## src/rtl/cdb_complete_arbiter_if.sv

```systemverilog
// -----------------------------------------------------------------------------
// cdb_complete_arbiter_if
//   Request/grant bundle between the completing functional units and the
//   CDB completion arbiter.
//
//   Signals
//     req              : per-requester completion request, {fixed, variable}
//     ovf_clear        : synchronous clear of fixed_overflow
//     complete_gnt_bus : [lane][requester] grant matrix, one-hot or zero per lane
//     var_gnt          : grants returned to the variable-latency units
//     lanes_used       : number of lanes granted this cycle
//     fixed_overflow   : sticky "too many fixed-latency completions" flag
//     rr_ptr           : current round-robin start (debug)
//
//   Modports
//     master : requester side (drives req / ovf_clear)
//     slave  : arbiter side
// -----------------------------------------------------------------------------
interface cdb_complete_arbiter_if #(
  parameter int N         = 2,
  parameter int NUM_VAR   = 4,
  parameter int NUM_FIXED = 4
);
  localparam int NUM_REQ = NUM_VAR + NUM_FIXED;
  localparam int PTR_W   = (NUM_VAR > 1) ? $clog2(NUM_VAR) : 1;
  localparam int LU_W    = $clog2(N + 1);

  logic [NUM_REQ-1:0]        req;
  logic                      ovf_clear;
  logic [N-1:0][NUM_REQ-1:0] complete_gnt_bus;
  logic [NUM_VAR-1:0]        var_gnt;
  logic [LU_W-1:0]           lanes_used;
  logic                      fixed_overflow;
  logic [PTR_W-1:0]          rr_ptr;

  modport master (
    output req, ovf_clear,
    input  complete_gnt_bus, var_gnt, lanes_used, fixed_overflow, rr_ptr
  );

  modport slave (
    input  req, ovf_clear,
    output complete_gnt_bus, var_gnt, lanes_used, fixed_overflow, rr_ptr
  );
endinterface

```

## src/rtl/cdb_complete_arbiter.sv

```systemverilog
// -----------------------------------------------------------------------------
// cdb_complete_arbiter
//   Completion-bus arbiter for the execute stage. Fixed-latency requesters
//   (ALU, branch; indices [NUM_REQ-1:NUM_VAR]) are always served first in
//   ascending index order. Variable-latency requesters (load buffer, mult;
//   indices [NUM_VAR-1:0]) fill the remaining lanes.
//
//   Optional feature macro: CDB_ARB_RR_EN
//     defined   : variable requesters are scanned round-robin from rr_ptr,
//                 which moves one past the last variable requester granted.
//     undefined : variable requesters use fixed priority from index 0;
//                 rr_ptr is tied to 0 and has no register.
//
//   Ports
//     clock : single clock
//     reset : asynchronous, active-high; grants are forced to zero while high
//     bus   : cdb_complete_arbiter_if.slave (see interface header)
//
//   Grant outputs are purely combinational from req and rr_ptr.
// -----------------------------------------------------------------------------
module cdb_complete_arbiter #(
  parameter int N         = 2,
  parameter int NUM_VAR   = 4,
  parameter int NUM_FIXED = 4
) (
  input  logic                   clock,
  input  logic                   reset,
  cdb_complete_arbiter_if.slave  bus
);
  localparam int NUM_REQ = NUM_VAR + NUM_FIXED;
  localparam int PTR_W   = (NUM_VAR > 1) ? $clog2(NUM_VAR) : 1;
  localparam int LU_W    = $clog2(N + 1);
  localparam int LANE_IW = (N > 1) ? $clog2(N) : 1;

  // Grant matrix kept as separate fixed/variable halves so each half can be
  // indexed with a selector sized exactly to it.
  logic [N-1:0][NUM_FIXED-1:0] w_fix_gnt;
  logic [N-1:0][NUM_VAR-1:0]   w_var_lane_gnt;
  logic [NUM_VAR-1:0]          w_var_req;
  logic [NUM_VAR-1:0]          w_var_any;
  logic [PTR_W-1:0]            w_rr_ptr;
  logic [PTR_W-1:0]            w_idx;
  int                          w_lane_cnt;
  int                          w_fixed_cnt;
  logic                        w_ovf_set;
  logic                        r_fixed_overflow;

  assign w_var_req = bus.req[NUM_VAR-1:0];

  // ---------------------------------------------------------------------------
  // Lane allocation: fixed requesters first, then variable in scan order.
  // ---------------------------------------------------------------------------
  // NOTE: every variable written in a combinational block gets a default at
  // the top, so no path leaves it unassigned and no latch is inferred.
  always_comb begin
    w_fix_gnt      = '0;
    w_var_lane_gnt = '0;
    w_lane_cnt     = 0;
    w_fixed_cnt    = 0;
    w_idx          = '0;

    for (int f = 0; f < NUM_FIXED; f++) begin
      if (bus.req[NUM_VAR+f]) begin
        w_fixed_cnt = w_fixed_cnt + 1;
        // Beyond N lanes the remaining fixed results are dropped.
        if (w_lane_cnt < N) begin
          w_fix_gnt[w_lane_cnt[LANE_IW-1:0]][f] = 1'b1;
          w_lane_cnt = w_lane_cnt + 1;
        end
      end
    end

    for (int k = 0; k < NUM_VAR; k++) begin
      w_idx = PTR_W'((int'(w_rr_ptr) + k) % NUM_VAR);
      if (w_var_req[w_idx] && (w_lane_cnt < N)) begin
        w_var_lane_gnt[w_lane_cnt[LANE_IW-1:0]][w_idx] = 1'b1;
        w_lane_cnt = w_lane_cnt + 1;
      end
    end
  end

  // Grants back to the variable-latency units (before reset masking).
  always_comb begin
    w_var_any = '0;
    for (int l = 0; l < N; l++) begin
      w_var_any = w_var_any | w_var_lane_gnt[l];
    end
  end

  assign w_ovf_set = (w_fixed_cnt > N);

  // ---------------------------------------------------------------------------
  // Outputs: reset forces every grant output to zero regardless of req.
  // ---------------------------------------------------------------------------
  always_comb begin
    bus.complete_gnt_bus = '0;
    bus.var_gnt          = '0;
    bus.lanes_used       = '0;
    if (!reset) begin
      for (int l = 0; l < N; l++) begin
        bus.complete_gnt_bus[l] = {w_fix_gnt[l], w_var_lane_gnt[l]};
      end
      bus.var_gnt    = w_var_any;
      bus.lanes_used = LU_W'(w_lane_cnt);
    end
  end

  assign bus.rr_ptr         = w_rr_ptr;
  assign bus.fixed_overflow = r_fixed_overflow;

  // ---------------------------------------------------------------------------
  // Rotation pointer
  // ---------------------------------------------------------------------------
`ifdef CDB_ARB_RR_EN
  logic [PTR_W-1:0] r_rr_ptr;
  logic [PTR_W-1:0] w_rr_next;
  logic [PTR_W-1:0] w_scan_idx;

  // Walk the same scan order as the allocator; the last granted index seen
  // wins, so the pointer lands one past the last requester served.
  always_comb begin
    w_rr_next  = r_rr_ptr;
    w_scan_idx = '0;
    for (int k = 0; k < NUM_VAR; k++) begin
      w_scan_idx = PTR_W'((int'(r_rr_ptr) + k) % NUM_VAR);
      if (w_var_any[w_scan_idx]) begin
        w_rr_next = PTR_W'((int'(w_scan_idx) + 1) % NUM_VAR);
      end
    end
  end

  // NOTE: state registers use non-blocking assignments so every flop samples
  // the pre-edge values, independent of block evaluation order.
  always_ff @(posedge clock or posedge reset) begin
    if (reset) begin
      r_rr_ptr <= '0;
    end else begin
      r_rr_ptr <= w_rr_next;
    end
  end

  assign w_rr_ptr = r_rr_ptr;
`else
  // Fixed priority: scanning always starts at index 0.
  assign w_rr_ptr = '0;
`endif

  // ---------------------------------------------------------------------------
  // Sticky overflow flag: a new overflow takes precedence over a clear.
  // ---------------------------------------------------------------------------
  always_ff @(posedge clock or posedge reset) begin
    if (reset) begin
      r_fixed_overflow <= 1'b0;
    end else if (w_ovf_set) begin
      r_fixed_overflow <= 1'b1;
    end else if (bus.ovf_clear) begin
      r_fixed_overflow <= 1'b0;
    end
  end

endmodule

```

## src/flat_wrapper.sv

```systemverilog
// flat-port wrapper written by rule: the top's interface ports become plain ports
module cdb_complete_arbiter_flat 
#(
  parameter int N         = 2,
  parameter int NUM_VAR   = 4,
  parameter int NUM_FIXED = 4
)
  (clock, reset, bus_req, bus_ovf_clear, bus_complete_gnt_bus, bus_var_gnt, bus_lanes_used, bus_fixed_overflow, bus_rr_ptr);
  cdb_complete_arbiter_if #(.N(N), .NUM_VAR(NUM_VAR), .NUM_FIXED(NUM_FIXED)) bus_i ();
  input  logic clock;
  input  logic reset;
  input wire logic [$bits(bus_i.req)-1:0] bus_req;
  input wire logic [$bits(bus_i.ovf_clear)-1:0] bus_ovf_clear;
  output wire logic [$bits(bus_i.complete_gnt_bus)-1:0] bus_complete_gnt_bus;
  output wire logic [$bits(bus_i.var_gnt)-1:0] bus_var_gnt;
  output wire logic [$bits(bus_i.lanes_used)-1:0] bus_lanes_used;
  output wire logic [$bits(bus_i.fixed_overflow)-1:0] bus_fixed_overflow;
  output wire logic [$bits(bus_i.rr_ptr)-1:0] bus_rr_ptr;
  assign bus_i.req = bus_req;
  assign bus_i.ovf_clear = bus_ovf_clear;
  assign bus_complete_gnt_bus = bus_i.complete_gnt_bus;
  assign bus_var_gnt = bus_i.var_gnt;
  assign bus_lanes_used = bus_i.lanes_used;
  assign bus_fixed_overflow = bus_i.fixed_overflow;
  assign bus_rr_ptr = bus_i.rr_ptr;
  cdb_complete_arbiter #(.N(N), .NUM_VAR(NUM_VAR), .NUM_FIXED(NUM_FIXED)) u_core (.clock(clock), .reset(reset), .bus(bus_i));
endmodule
```

## config.mk

```make
export PLATFORM = sky130hd
export DESIGN_NAME = cdb_complete_arbiter_flat
export DESIGN_NICKNAME = d
export VERILOG_FILES = /design/src/rtl/cdb_complete_arbiter_if.sv /design/src/rtl/cdb_complete_arbiter.sv /design/src/flat_wrapper.sv
export SDC_FILE = /design/constraint.sdc
export NUM_CORES = 1
export LEC_CHECK = 0
export CORE_MARGIN = 2
export CORE_UTILIZATION = 40
export DETAILED_ROUTE_END_ITERATION = 7
export PLACE_DENSITY = 0.76
export SYNTH_ARGS = -nofsm -noshare
export SYNTH_HDL_FRONTEND = slang
export SYNTH_SLANG_ARGS = --single-unit
```

## constraint.sdc

```tcl
create_clock -name clock -period 9.25 [get_ports clock]
set_input_delay 0.925 -clock clock [delete_from_list [all_inputs] [get_ports clock]]
set_output_delay 0.925 -clock clock [all_outputs]
set_load 0.03 [all_outputs]
```

# Word-level counts from Yosys, hierarchy flattened
# Index checks and enable logic that the tools add are counted.
dict set report totals {
  ff_bits 1
  inputBits 11
  out_inout_bits 25
  elab_cells 95
}
dict set report classes {
  add_sub_neg 9
  magnitude_cmp 22
  mux 44
  bitwise_logic 7
  n_reduce_logical 12
}
# cell n
set ops {}
lappend ops {{32-bit 2-to-1 mux} 12}
lappend ops {{32-bit by 2-bit adder with 32-bit output (second input constant)} 7}
lappend ops {{32-bit by 3-bit < comparator with 1-bit output (second input constant)} 6}
lappend ops {{8-bit 2-to-1 mux} 10}
lappend ops {{8-bit bitwise OR} 5}
lappend ops {{32-bit by 3-bit > comparator with 1-bit output (second input constant)} 1}
lappend ops {{4-bit demux with 1-bit select} 7}
lappend ops {{1-bit by 2-bit < comparator with 1-bit output (second input constant)} 8}
lappend ops {{16-bit 2-to-1 mux} 1}
lappend ops {{4-bit 2-to-1 mux} 3}
lappend ops {{1-bit logical AND} 11}
lappend ops {{2-bit 2-to-1 mux} 4}
lappend ops {{1-bit by 8-bit bitwise OR with 8-bit output} 1}
lappend ops {{1-bit >= comparator (second input constant)} 7}
lappend ops {{3-bit 2-to-1 mux} 2}
lappend ops {{1-bit 2-to-1 mux} 5}
lappend ops {{4-bit bitwise OR} 1}
lappend ops {{1-bit by 1-bit adder with 2-bit output (second input constant)} 1}
lappend ops {{2-bit adder (second input constant)} 1}
lappend ops {{2-bit nonzero test} 1}

# Longest topological paths before layout
# Gate-level depths: netlist of run 1.
dict set report logic_depth {
  depth_word 27
  depth_mapped 21
}

# Worst setup path before layout of run 1
# No wires, ideal clock.
dict set report synth_path {
  kind {input to output}
  startpoint {input bus_req[4]}
  endpoint {output bus_var_gnt[3]}
  arrival_ps 5322
  required_ps 8325
  setup_slack_ps 3003
  cell_stages 18
  n_path_buf 0
  cell_sequence {inv_1 > ha_1 > mux2_2 > ha_1 > and3b_1 > a31oi_2 > ha_1 > nand2_1 > nor3_1 > a311o_4 > nor3_1 > ha_1 > ha_1 > a32o_1 > nor4_4 > ha_1 > nor2b_1 > or2_2}
}
dict set report synth_between {
  elab_chain_cells 27
  word_cells_on_any_way 44
  classes_between {add/sub: 6; order compare: 9; mux: 20; bitwise: 4; reduce/logical: 5}
}
# element line_no
set synth_rtl {}
lappend synth_rtl {{from (decl)} flat_wrapper.sv:12} ;# input wire logic [$bits(bus_i.req)-1:0] bus_req;
lappend synth_rtl {{1-bit 2-to-1 mux *} cdb_complete_arbiter.sv:63} ;# if (bus.req[NUM_VAR+f]) begin
lappend synth_rtl {{1-bit by 2-bit < comparator with 1-bit output or 1-bit by 1-bit adder with 2-bit output (tied branches)} {cdb_complete_arbiter.sv:66, cdb_complete_arbiter.sv:68}}
lappend synth_rtl {{32-bit 2-to-1 mux} cdb_complete_arbiter.sv:66} ;# if (w_lane_cnt < N) begin
lappend synth_rtl {{32-bit 2-to-1 mux *} cdb_complete_arbiter.sv:63}
lappend synth_rtl {{32-bit by 2-bit adder with 32-bit output or 32-bit by 3-bit < comparator with 1-bit output (tied branches)} {cdb_complete_arbiter.sv:68, cdb_complete_arbiter.sv:66}}
lappend synth_rtl {{32-bit 2-to-1 mux} cdb_complete_arbiter.sv:66}
lappend synth_rtl {{32-bit 2-to-1 mux *} cdb_complete_arbiter.sv:63}
lappend synth_rtl {{32-bit by 2-bit adder with 32-bit output or 32-bit by 3-bit < comparator with 1-bit output (tied branches)} {cdb_complete_arbiter.sv:68, cdb_complete_arbiter.sv:66}}
lappend synth_rtl {{32-bit 2-to-1 mux} cdb_complete_arbiter.sv:66}
lappend synth_rtl {{32-bit 2-to-1 mux *} cdb_complete_arbiter.sv:63}
lappend synth_rtl {{parallel branches: the longest is 14 deep, another holds 32-bit by 3-bit < comparator with 1-bit output} n/a}
lappend synth_rtl {{8-bit 2-to-1 mux *} cdb_complete_arbiter.sv:75} ;# if (w_var_req[w_idx] && (w_lane_cnt < N)) begin
lappend synth_rtl {{4-bit bitwise OR *} cdb_complete_arbiter.sv:86} ;# w_var_any = w_var_any | w_var_lane_gnt[l];
lappend synth_rtl {{4-bit 2-to-1 mux *} cdb_complete_arbiter.sv:99} ;# if (!reset) begin
lappend synth_rtl {{to (decl)} flat_wrapper.sv:15} ;# output wire logic [$bits(bus_i.var_gnt)-1:0] bus_var_gnt;
# Every way passes the cells marked *.

# Worst setup path after layout of run 1
# Ends and elaborated chain as after synthesis.

==> metrics.md, run 1 <==
| Metric | Value |
|---|---|
| Post-CTS setup buffer count | 0 |
| Via Count | 821 |
| Post-Synthesis Cells | 106 |
| Synth area leader | ha_1 |
| Synth warn | 0 |
| Post-Synthesis Mean Instance Area | 7.92 sq um |
| PnR worst setup slack | 2.02 ns |
| Leak pwr | 0.556 nW |
| Share of the synthesized area in the top cell type | 29.8% |
| First-pass GRT wire length | 3390 um |
| Slew Limit Fails | 0 |
| Most frequent cell after synthesis | ha_1 |
| GRT Total Usage | 16.3% |
| # resized after CTS | 0 |
| Unrepaired setup endpoints after global routing | no |
| Crit Path Category | in -> out |
| CP Max Fanout | 6 |
| Crit share post-route | 78.1% |
| Final Hold Fails | 0 |
| Max stage delay on crit path | 0.66 ns |
| Layout cells sized above 1 | 8.96% |
| Min-Delay Path Class | reg -> reg |
| Worst setup EP type | output port |
| N_diodes | 0 |
| Setup violators final | 0 |
| Width of the die | 49.8 um |
| GPL Wtd Cong | 0.852 |
| Outcome | completed |
| DRT Wirelength | 1890 um |
| Fmax | 138 MHz |
| DRC Markers | 0 |
| Initial antenna violation count | 0 |
| Sum of negative setup slack | 0 ns |
| Max reg flops | 1 |
| Syn-to-layout area delta | 38.0% |
| Detailed router's first-iteration violation count | 8 |
| Filler Cell Count | 211 |
| CP delay by family, top | adder cells |
| Power Dens Cells | 97.5 nW/um^2 |
| Ys async rst share | 100% |
| Post-Syn Area | 840 sq um |
| Seq cells post-synth | 1 |
| Vias per cell | 5.10 |
| Top cells by instance count after synthesis | ha_1 (20), inv_1 (12), nor2b_1 (12) |
| Buf/Inv on CP | 3 |
| Dpl ws | 2.00 ns |
| Post-synth EDFFs | 0 |
| Die H | 49.8 um |
| Sequential share of power | 5.4% |
| CP max-delay cell | clkdlybuf4s50_1 |
| Drt wl/cell | 11.7 um |
| Main flop type after synthesis | dfrtp_1 |
| Largest net degree at the start of global routing | 14 |
| Clock power frac | 0% |
| Worst slew pin tran | 0.583 ns |
| Die ar. | 2480 sq um |
| Combinational fraction of design power | 94.6% |
| Worst-Skew Late Latency | 0 ns |
| Fin util | 59.1% |
| I/O pins | 36 |
| Multi-input gate area | 734 sq um |
| Critical Path RT | 8.33 ns |
| Vias in the first global route | 814 |
| Distinct cells, synth | 39 |
| Startpoint types | input port |
| Slew headroom | 61.2% |
| Clock period minus worst slack | 7.23 ns |
| Internal Pwr Total | 52.1 uW |
| DP HPWL | 1610 um |
| Most used cell, CP | ha_1 |
| Switching share of total power | 53.9% |
| Iteration count of the initial detailed-routing pass | 2 |
| Core area | 1960 sq um |
| Sequential Area | 25.0 sq um |
| Row cnt | 16 |
| Initial Utilization | 42.8% |
| IO Port Bufs | 32 |
| Remaining antenna violation count | 0 |
| Final Skew | 0 ns |
| CP Cell Sequence | clkdlybuf4s50_1 > inv_1 > ha_1 > mux2_2 > ha_1 > and3b_1 > a31oi_2 > ha_1 > nand2_1 > nor3_1 > a311o_4 > nor3_1 > ha_1 > ha_1 > a32o_1 > nor4_4 > ha_1 > nor2b_1 > or2_2 > clkdlybuf4s50_1 |
| Worst IR Drop VDD | 0.0410 mV |
| Crit path arrival time | 6.30 ns |
| Max cap viols | 0 |
| Final nets | 168 |
| Ranking of synthesized cells by area | ha_1 (30%), nor2b_1 (8.9%), inv_1 (5.4%), nand2_1 (4.0%), and3_1 (3.0%) |
| Clock transition at path regs | 0 ns |
| Hold_buf cts | 0 |
| Switch Pwr | 60.8 uW |
| Congestion Overflow GR | 0 |
| Post-synthesis sequential area ratio | 2.98% |
==> power by group through the flow <==
| stage | logic [mW] | registers, mW | clock network, mW |
|---|---|---|---|
| 6_report | 0.107 | 0.00612 | 0 |
| 5_1_grt | 0.118 | 0.00625 | 0 |
| 4_1_cts | 0.107 | 0.00612 | 0 |
| 3_5_place_dp | 0.107 | 0.00612 | 0 |
| 3_3_place_gp | 0.104 | 0.00599 | 0 |
| 2_1_floorplan | 0.0730 | 0.00831 | 0 |
==> kinds of logic (layout without fill, tap and decap cells) <==
family,count (synthesis),after routing,synth area share [%]
buf+inv,18,44,10.4
mux,2,2,2.68
compound gates,14,14,14.2
other cells,1,3,0.447
simple gates,49,49,37.1
fa+ha+maj,21,21,32.2
flops,1,1,2.98
==> area by class of cell <==
cell class	instances	area share (%)
tap	27	2.92
sequential	1	2.16
inverter	12	3.89
multi-input combinational	89	63.4
timing repair buffer	32	27.6
==> routing by layer <==
layer  track usage [%]  wire (um)  vias to the layer above
li1                  -          -                      421
met1              19.9        828                      376
met2              32.4        960                       24
met3              1.21        100                        0
met4                 0          0                        0
met5                 0          0                        -
==> cell usage in the layout (no fill, tap or decap), types with 2 or more instances in the layout <==
cell and count:
nor3_1 3, mux2_2 2, ha_1 20, conb_1 3, nand2_1 9, inv_1 12
o22ai_1 2, nand3b_1 2, and3_1 4, nor2_1 3, nor2b_1 12, or2_2 4
nand2b_1 2, clkdlybuf4s50_1 32, a21oi_1 2, nand3_1 2
==> worst register-to-register path: cells and delay by family, from the launching register on <==
kind	cells	cell delay (ns)
DFF	1	0.36
AOI/OAI and AO/OA	3	0.31
buffers and inverters	1	0.06
==> path summary, 6_finish.rpt <==
path	startpoint	endpoint	depth (start not counted)	slack, ns
max	bus_req[4]	bus_var_gnt[3]	20	2.02
min in group asynchronous	reset	u_core.bus.fixed_overflow	2	1.49
min	u_core.bus.fixed_overflow	u_core.bus.fixed_overflow	4	0.72
max in group asynchronous	reset	u_core.bus.fixed_overflow	2	7.57
max reg2reg	u_core.bus.fixed_overflow	u_core.bus.fixed_overflow	4	8.39
min reg2reg	u_core.bus.fixed_overflow	u_core.bus.fixed_overflow	4	0.72
==> through the flow <==
stage          instances  hold slack (ns)  power [mW]  instance area [sq um]
2_1_floorplan        108            0.867      0.0813                    847
3_3_place_gp         161            0.687       0.110                   1160
3_5_place_dp         161            0.717       0.113                   1160
4_1_cts              161            0.722       0.113                   1160
5_1_grt              161            0.785       0.125                   1160
6_report             161            0.716       0.113                   1160
(Power assumes the default switching activity.)
==> run 2: changes to the inputs <==
CORE_UTILIZATION = 38   (was 40)
clock period = 6.2 ns   (was 9.25 ns; I/O delays follow)
==> run 2 against run 1 <==
- die area rose by 4.8%
- critical path depth unchanged
- combinational power up 54%
- sequential share of layout area is 0.14 points lower
- flip-flop and latch count unchanged
- critical endpoint is now bus_lanes_used[0]
- routed wire length up 1.5%
- global-route usage fell by 1.3 points
- hold slack improved by 0.027 ns
- clock skew is the same
- largest power group unchanged
- final area is 6.7% higher
- cell count rose by 7.5%
==> metrics.md, run 2 (synthesis gave the netlist of run 1 again) <==
| Metric | Value |
|---|---|
| GPL Wtd Cong | 0.837 (-1.7%) |
| GRT Total Usage | 15.1% (-1.3 points) |
| Commonest cells after routing, fill and taps aside | clkdlybuf4s50_1 (27), ha_1 (20), buf_4 (15), nor2b_1 (12), inv_1 (12) |
| Leak pwr | 0.622 nW (+12%) |
| I/O pins | 36 (unchanged) |
| Congestion Overflow GR | 0 (unchanged) |
| Slew headroom | 65.0% (+3.8 points) |
| Width of the die | 51.0 um (+2.4%) |
| DRT Wirelength | 1920 um (+1.5%) |
| Unrepaired setup endpoints after global routing | no |
| Worst setup EP type | output port |
| Sum of negative setup slack | 0 ns (unchanged) |
| DRC Markers | 0 (unchanged) |
| Worst IR Drop VDD | 0.0654 mV (+60%) |
| PnR worst setup slack | 0.320 ns (-1.70 ns) |
| Fmax | 170 MHz |
| Row cnt | 17 (+1) |
| Finished Layout Cells | 173 (+7.5%) |
| Initial antenna violation count | 0 (unchanged) |
| Crit path arrival time | 5.26 ns (-1.04 ns) |
| Crit share post-route | 94.8% |
| Layout cells sized above 1 | 19.3% (+10 points) |
| Max reg flops | 1 (unchanged) |
| Dpl ws | -0.00251 ns (-2.00 ns) |
| Commonest non-fill, non-tap cell in the layout | clkdlybuf4s50_1 |
| Vias in the first global route | 802 (-1.5%) |
| Remaining antenna violation count | 0 (unchanged) |
| Largest net degree at the start of global routing | 14 (unchanged) |
| Clock transition at path regs | 0 ns (unchanged) |
| Crit Path Category | in -> out |
| IO Port Bufs | 32 (unchanged) |
| Syn-to-layout area delta | 47.2% |
| Drt wl/cell | 11.1 um (-5.6%) |
| Critical Path RT | 5.58 ns (-2.75 ns) |
| Initial Utilization | 39.1% (-3.7 points) |
| Clock period minus worst slack | 5.88 ns |
| DP HPWL | 1640 um (+2.1%) |
| Multi-input gate area | 739 sq um (+0.68%) |
| Core area | 2150 sq um (+9.5%) |
| Sequential Area | 25.0 sq um (unchanged) |
| WHS | 0.743 ns (+0.0271 ns) |
| Final Hold Fails | 0 (unchanged) |
| Startpoint types | input port |
| Filler Cell Count | 186 (-12%) |
| Finished Cell Area | 1240 sq um (+6.7%) |
| Max cap viols | 0 (unchanged) |
| Hold_buf cts | 0 (unchanged) |
| Placed cells | 173 (+7.5%) |
| Outcome | completed |
| Slew Limit Fails | 0 (unchanged) |
| Die ar. | 2600 sq um (+4.8%) |
| Vias per cell | 5.02 (-1.5%) |
| Worst-Skew Late Latency | 0 ns (unchanged) |
| First-pass GRT wire length | 3190 um (-6.1%) |
| N_diodes | 0 (unchanged) |
| Area of placed instances | 1230 sq um (+6.4%) |
| Die H | 51.0 um (+2.4%) |
| Detailed router's first-iteration violation count | 7 (-1) |
| Worst slew pin tran | 0.512 ns (-0.0706 ns) |
| Setup violators final | 0 (unchanged) |
| Power Dens Cells | 141 nW/um^2 (+45%) |
| Iteration count of the initial detailed-routing pass | 4 (+2) |
| Via Count | 869 (+5.8%) |
| Final nets | 179 (+6.5%) |
| CP Max Fanout | 4 (-2) |
| Final Skew | 0 ns (unchanged) |
| Min-Delay Path Class | reg -> reg |
run 2: final timing paths:
path | startpoint | to | slack [ns] | cells after the start
setup / recovery | bus_req[4] | bus_lanes_used[0] | 0.32 | 20
hold / removal | u_core.bus.fixed_overflow | u_core.bus.fixed_overflow | 0.74 | 4
setup reg to reg | u_core.bus.fixed_overflow | u_core.bus.fixed_overflow | 5.32 | 4
hold reg to reg | u_core.bus.fixed_overflow | u_core.bus.fixed_overflow | 0.74 | 4
max in group asynchronous | reset | u_core.bus.fixed_overflow | 4.81 | 2
min in group asynchronous | reset | u_core.bus.fixed_overflow | 1.21 | 2
run 2: routing by layer:
layer  track usage (%)  part of all wire [%]  vias up
met5                 0                     0        -
met4                 0                     0        0
met3             0.585                   5.5        0
met2              34.0                    54       25
met1              15.4                    41      400
li1                  -                     -      444
run 2: layout make-up:
type | count | share of cell area (%)
sequential | 1 | 2.02
timing repair buffer | 43 | 31.7
tap | 28 | 2.83
multi-input combinational | 89 | 59.8
inverter | 12 | 3.64
run 2: repair_timing:
item | CTS | global route
setup endpoints to repair | 1 | 1
setup buffers | 0 | 0
gates resized for setup | 1 | 1
pin swaps | 0 | 0
run 2: critical path, stage by stage:
cell and delay, ns:
clkdlybuf4s50_1 0.47, inv_1 0.08, ha_1 0.32, mux2_2 0.32
ha_1 0.28, and3b_1 0.17, a31oi_2 0.18, ha_1 0.29
nand2_1 0.08, nor3_1 0.05, a311o_4 0.33, ha_1 0.32
nand2_1 0.07, o21bai_1 0.14, ha_1 0.26, a32o_1 0.29
nor4_4 0.23, ha_1 0.27, nor2b_1 0.12, dlygate4sd2_1 0.37
run 2: power breakdown:
part	total, mW	internal, mW	switching (mW)	leakage [nW]
Sequential	0.00896	0.00828	0.000686	0.0114
Combinational	0.165	0.0741	0.0913	0.610
Clock	0	0	0	0
run 2: metrics by stage:
stage | utilization (%) | power [mW]
2_1_floorplan | - | 0.121
3_3_place_gp | 57.4 | 0.172
5_1_grt | 57.5 | 0.192
6_report | 57.5 | 0.174
4_1_cts | 57.3 | 0.175
3_5_place_dp | 57.4 | 0.176
==> run 3: changes to the inputs <==
REMOVE_ABC_BUFFERS = 1   (was unset)
==> run 3 against run 2 <==
- core utilization shrank 1.4 points
- die area is the same
- sequential share of layout area grew 0.050 points
==> metrics.md, run 3 (synthesis gave the netlist of run 1 again) <==
| Metric | Value |
|---|---|
| Outcome | completed |
| Final Skew | 0 ns (unchanged) |
| Fin util | 56.1% (-1.4 points) |
| DP HPWL | 1720 um (+5.0%) |
| Setup crit end | bus_lanes_used[0] |
| Layout cells sized above 1 | 17.0% (-2.3 points) |
| IO Port Bufs | 32 (unchanged) |
| Via Count | 849 (-2.3%) |
| Worst setup EP type | output port |
| Initial Utilization | 39.1% (unchanged) |
| Leak pwr | 0.602 nW (-3.2%) |
| I/O pins | 36 (unchanged) |
| N_diodes | 0 (unchanged) |
| Worst-Skew Late Latency | 0 ns (unchanged) |
| Crit share post-route | 94.9% (about the same) |
| Syn-to-layout area delta | 43.7% |
| Clock transition at path regs | 0 ns (unchanged) |
| Drt wl/cell | 11.5 um (+3.4%) |
| CP Launch Point | bus_req[4] |
| Congestion Overflow GR | 0 (unchanged) |
| Core area | 2150 sq um (unchanged) |
| Met2 wire length | 1020 um (-0.58%) |
| Remaining antenna violation count | 0 (unchanged) |
| Filler Cell Count | 208 (+12%) |
| Commonest non-fill, non-tap cell in the layout | clkdlybuf4s50_1 |
| Startpoint types | input port |
| Unrepaired setup endpoints after global routing | no |
| PnR worst setup slack | 0.315 ns (-0.00472 ns) |
| Highest routed metal layer | met3 |
| Largest net degree at the start of global routing | 14 (unchanged) |
| CP Max Fanout | 4 (unchanged) |
| Finished Cell Area | 1210 sq um (-2.4%) |
| Iteration count of the initial detailed-routing pass | 4 (unchanged) |
| Path depth of the worst reg2reg path | 4 (unchanged) |
| Sum of negative setup slack | 0 ns (unchanged) |
| Hold Crit Start | u_core.bus.fixed_overflow |
| WHS | 0.713 ns (-0.0295 ns) |
| DRC Markers | 0 (unchanged) |
| Worst r2r src | u_core.bus.fixed_overflow |
| WHS Path Cells | 4 (unchanged) |
| Commonest cells after routing, fill and taps aside | clkdlybuf4s50_1 (27), ha_1 (20), nor2b_1 (12), inv_1 (12), buf_4 (11) |
| Wl on met1 | 819 um (+4.3%) |
| GRT Total Usage | 16.0% (+0.96 points) |
| Min-Delay Path Class | reg -> reg |
| Slew Limit Fails | 0 (unchanged) |
| Vias in the first global route | 824 (+2.7%) |
| Post-CTS setup buffer count | 0 (unchanged) |
| DRT Wirelength | 1940 um (+0.99%) |
| Vias per cell | 5.02 (about the same) |
| Flop2flop setup slack | 5.34 ns (+0.02 ns) |
| Power Dens Cells | 143 nW/um^2 (+1.7%) |
| First-pass GRT wire length | 3450 um (+8.3%) |
| Dpl ws | -0.0534 ns (-0.0509 ns) |
| Setup violators final | 0 (unchanged) |
| Fmax | 170 MHz (about the same) |
| Hold_buf cts | 0 (unchanged) |
| Max cap viols | 0 (unchanged) |
| Final nets | 175 (-2.2%) |
| DR WL met3 | 96 um (-9.4%) |
| Die H | 51.0 um (unchanged) |
| GPL Wtd Cong | 0.876 (+4.6%) |
| Area of placed instances | 1200 sq um (-2.4%) |
| End of the worst register-to-register path | u_core.bus.fixed_overflow |
| Clock period minus worst slack | 5.89 ns (+0.00472 ns) |
| Row cnt | 17 (unchanged) |
| Die ar. | 2600 sq um (unchanged) |
| Crit Path Category | in -> out |
| Max reg flops | 1 (unchanged) |
| Final Hold Fails | 0 (unchanged) |
| Initial antenna violation count | 0 (unchanged) |
| Width of the die | 51.0 um (unchanged) |
| Detailed router's first-iteration violation count | 7 (unchanged) |
| Crit path arrival time | 5.27 ns (about the same) |
| Critical Path RT | 5.58 ns (about the same) |
| Worst IR Drop VDD | 0.0839 mV (+28%) |
-- run 3: area by class of cell --
type	instances	area, sq um	share of cell area (%)
Sequential cell	1	25.0	2.07
Timing Repair Buffer	39	362	30.0
Tap cell	28	35.0	2.90
Inverter	12	45.0	3.73
Multi-Input combinational cell	89	739	61.3
-- run 3: power breakdown --
part	switching (mW)	internal (mW)
sequential	0.000906	0.00829
clock	0	0
combinational	0.0915	0.0722
total	0.0924	0.0805
-- run 3: what timing repair did --
item	CTS	global route
setup endpoints to repair	1	1
resized for setup	1	1
gates cloned	0	0
-- run 3: layer usage --
metal / track usage, % / vias up
met5: 0 / -
met3: 1.17 / 0
li1: - / 435
met1: 19.4 / 391
met4: 0.450 / 0
met2: 31.8 / 23
-- run 3: per-stage QoR --
| stage | std cells | total power, mW |
|---|---|---|
| after floorplan | 102 | 0.117 |
| after global placement | 169 | 0.169 |
| after detailed placement | 169 | 0.175 |
| after CTS | 169 | 0.174 |
| after global routing | 169 | 0.191 |
| final | 169 | 0.173 |
-- run 3: worst min-delay path by stage --
| stage | end | slack (ns) |
|---|---|---|
| 2_1_floorplan | u_core.bus.fixed_overflow | 0.39 |
| 3_3_place_gp | u_core.bus.fixed_overflow | 0.72 |
| 3_5_place_dp | u_core.bus.fixed_overflow | 0.71 |
| 4_1_cts | u_core.bus.fixed_overflow | 0.71 |
| 5_1_grt | u_core.bus.fixed_overflow | 0.79 |
| 6_report | u_core.bus.fixed_overflow | 0.71 |
-- run 3: worst max-delay path: stages --
cell,delay [ns]
clkdlybuf4s50_1,0.51
inv_1,0.08
ha_1,0.31
mux2_2,0.31
ha_1,0.28
and3b_1,0.17
a31oi_2,0.18
ha_1,0.28
nand2_1,0.08
nor3_1,0.05
a311o_4,0.33
nor3_2,0.15
ha_1,0.29
ha_1,0.32
a32o_1,0.30
nor4_4,0.23
ha_1,0.27
nor2b_1,0.13
dlygate4sd2_1,0.37
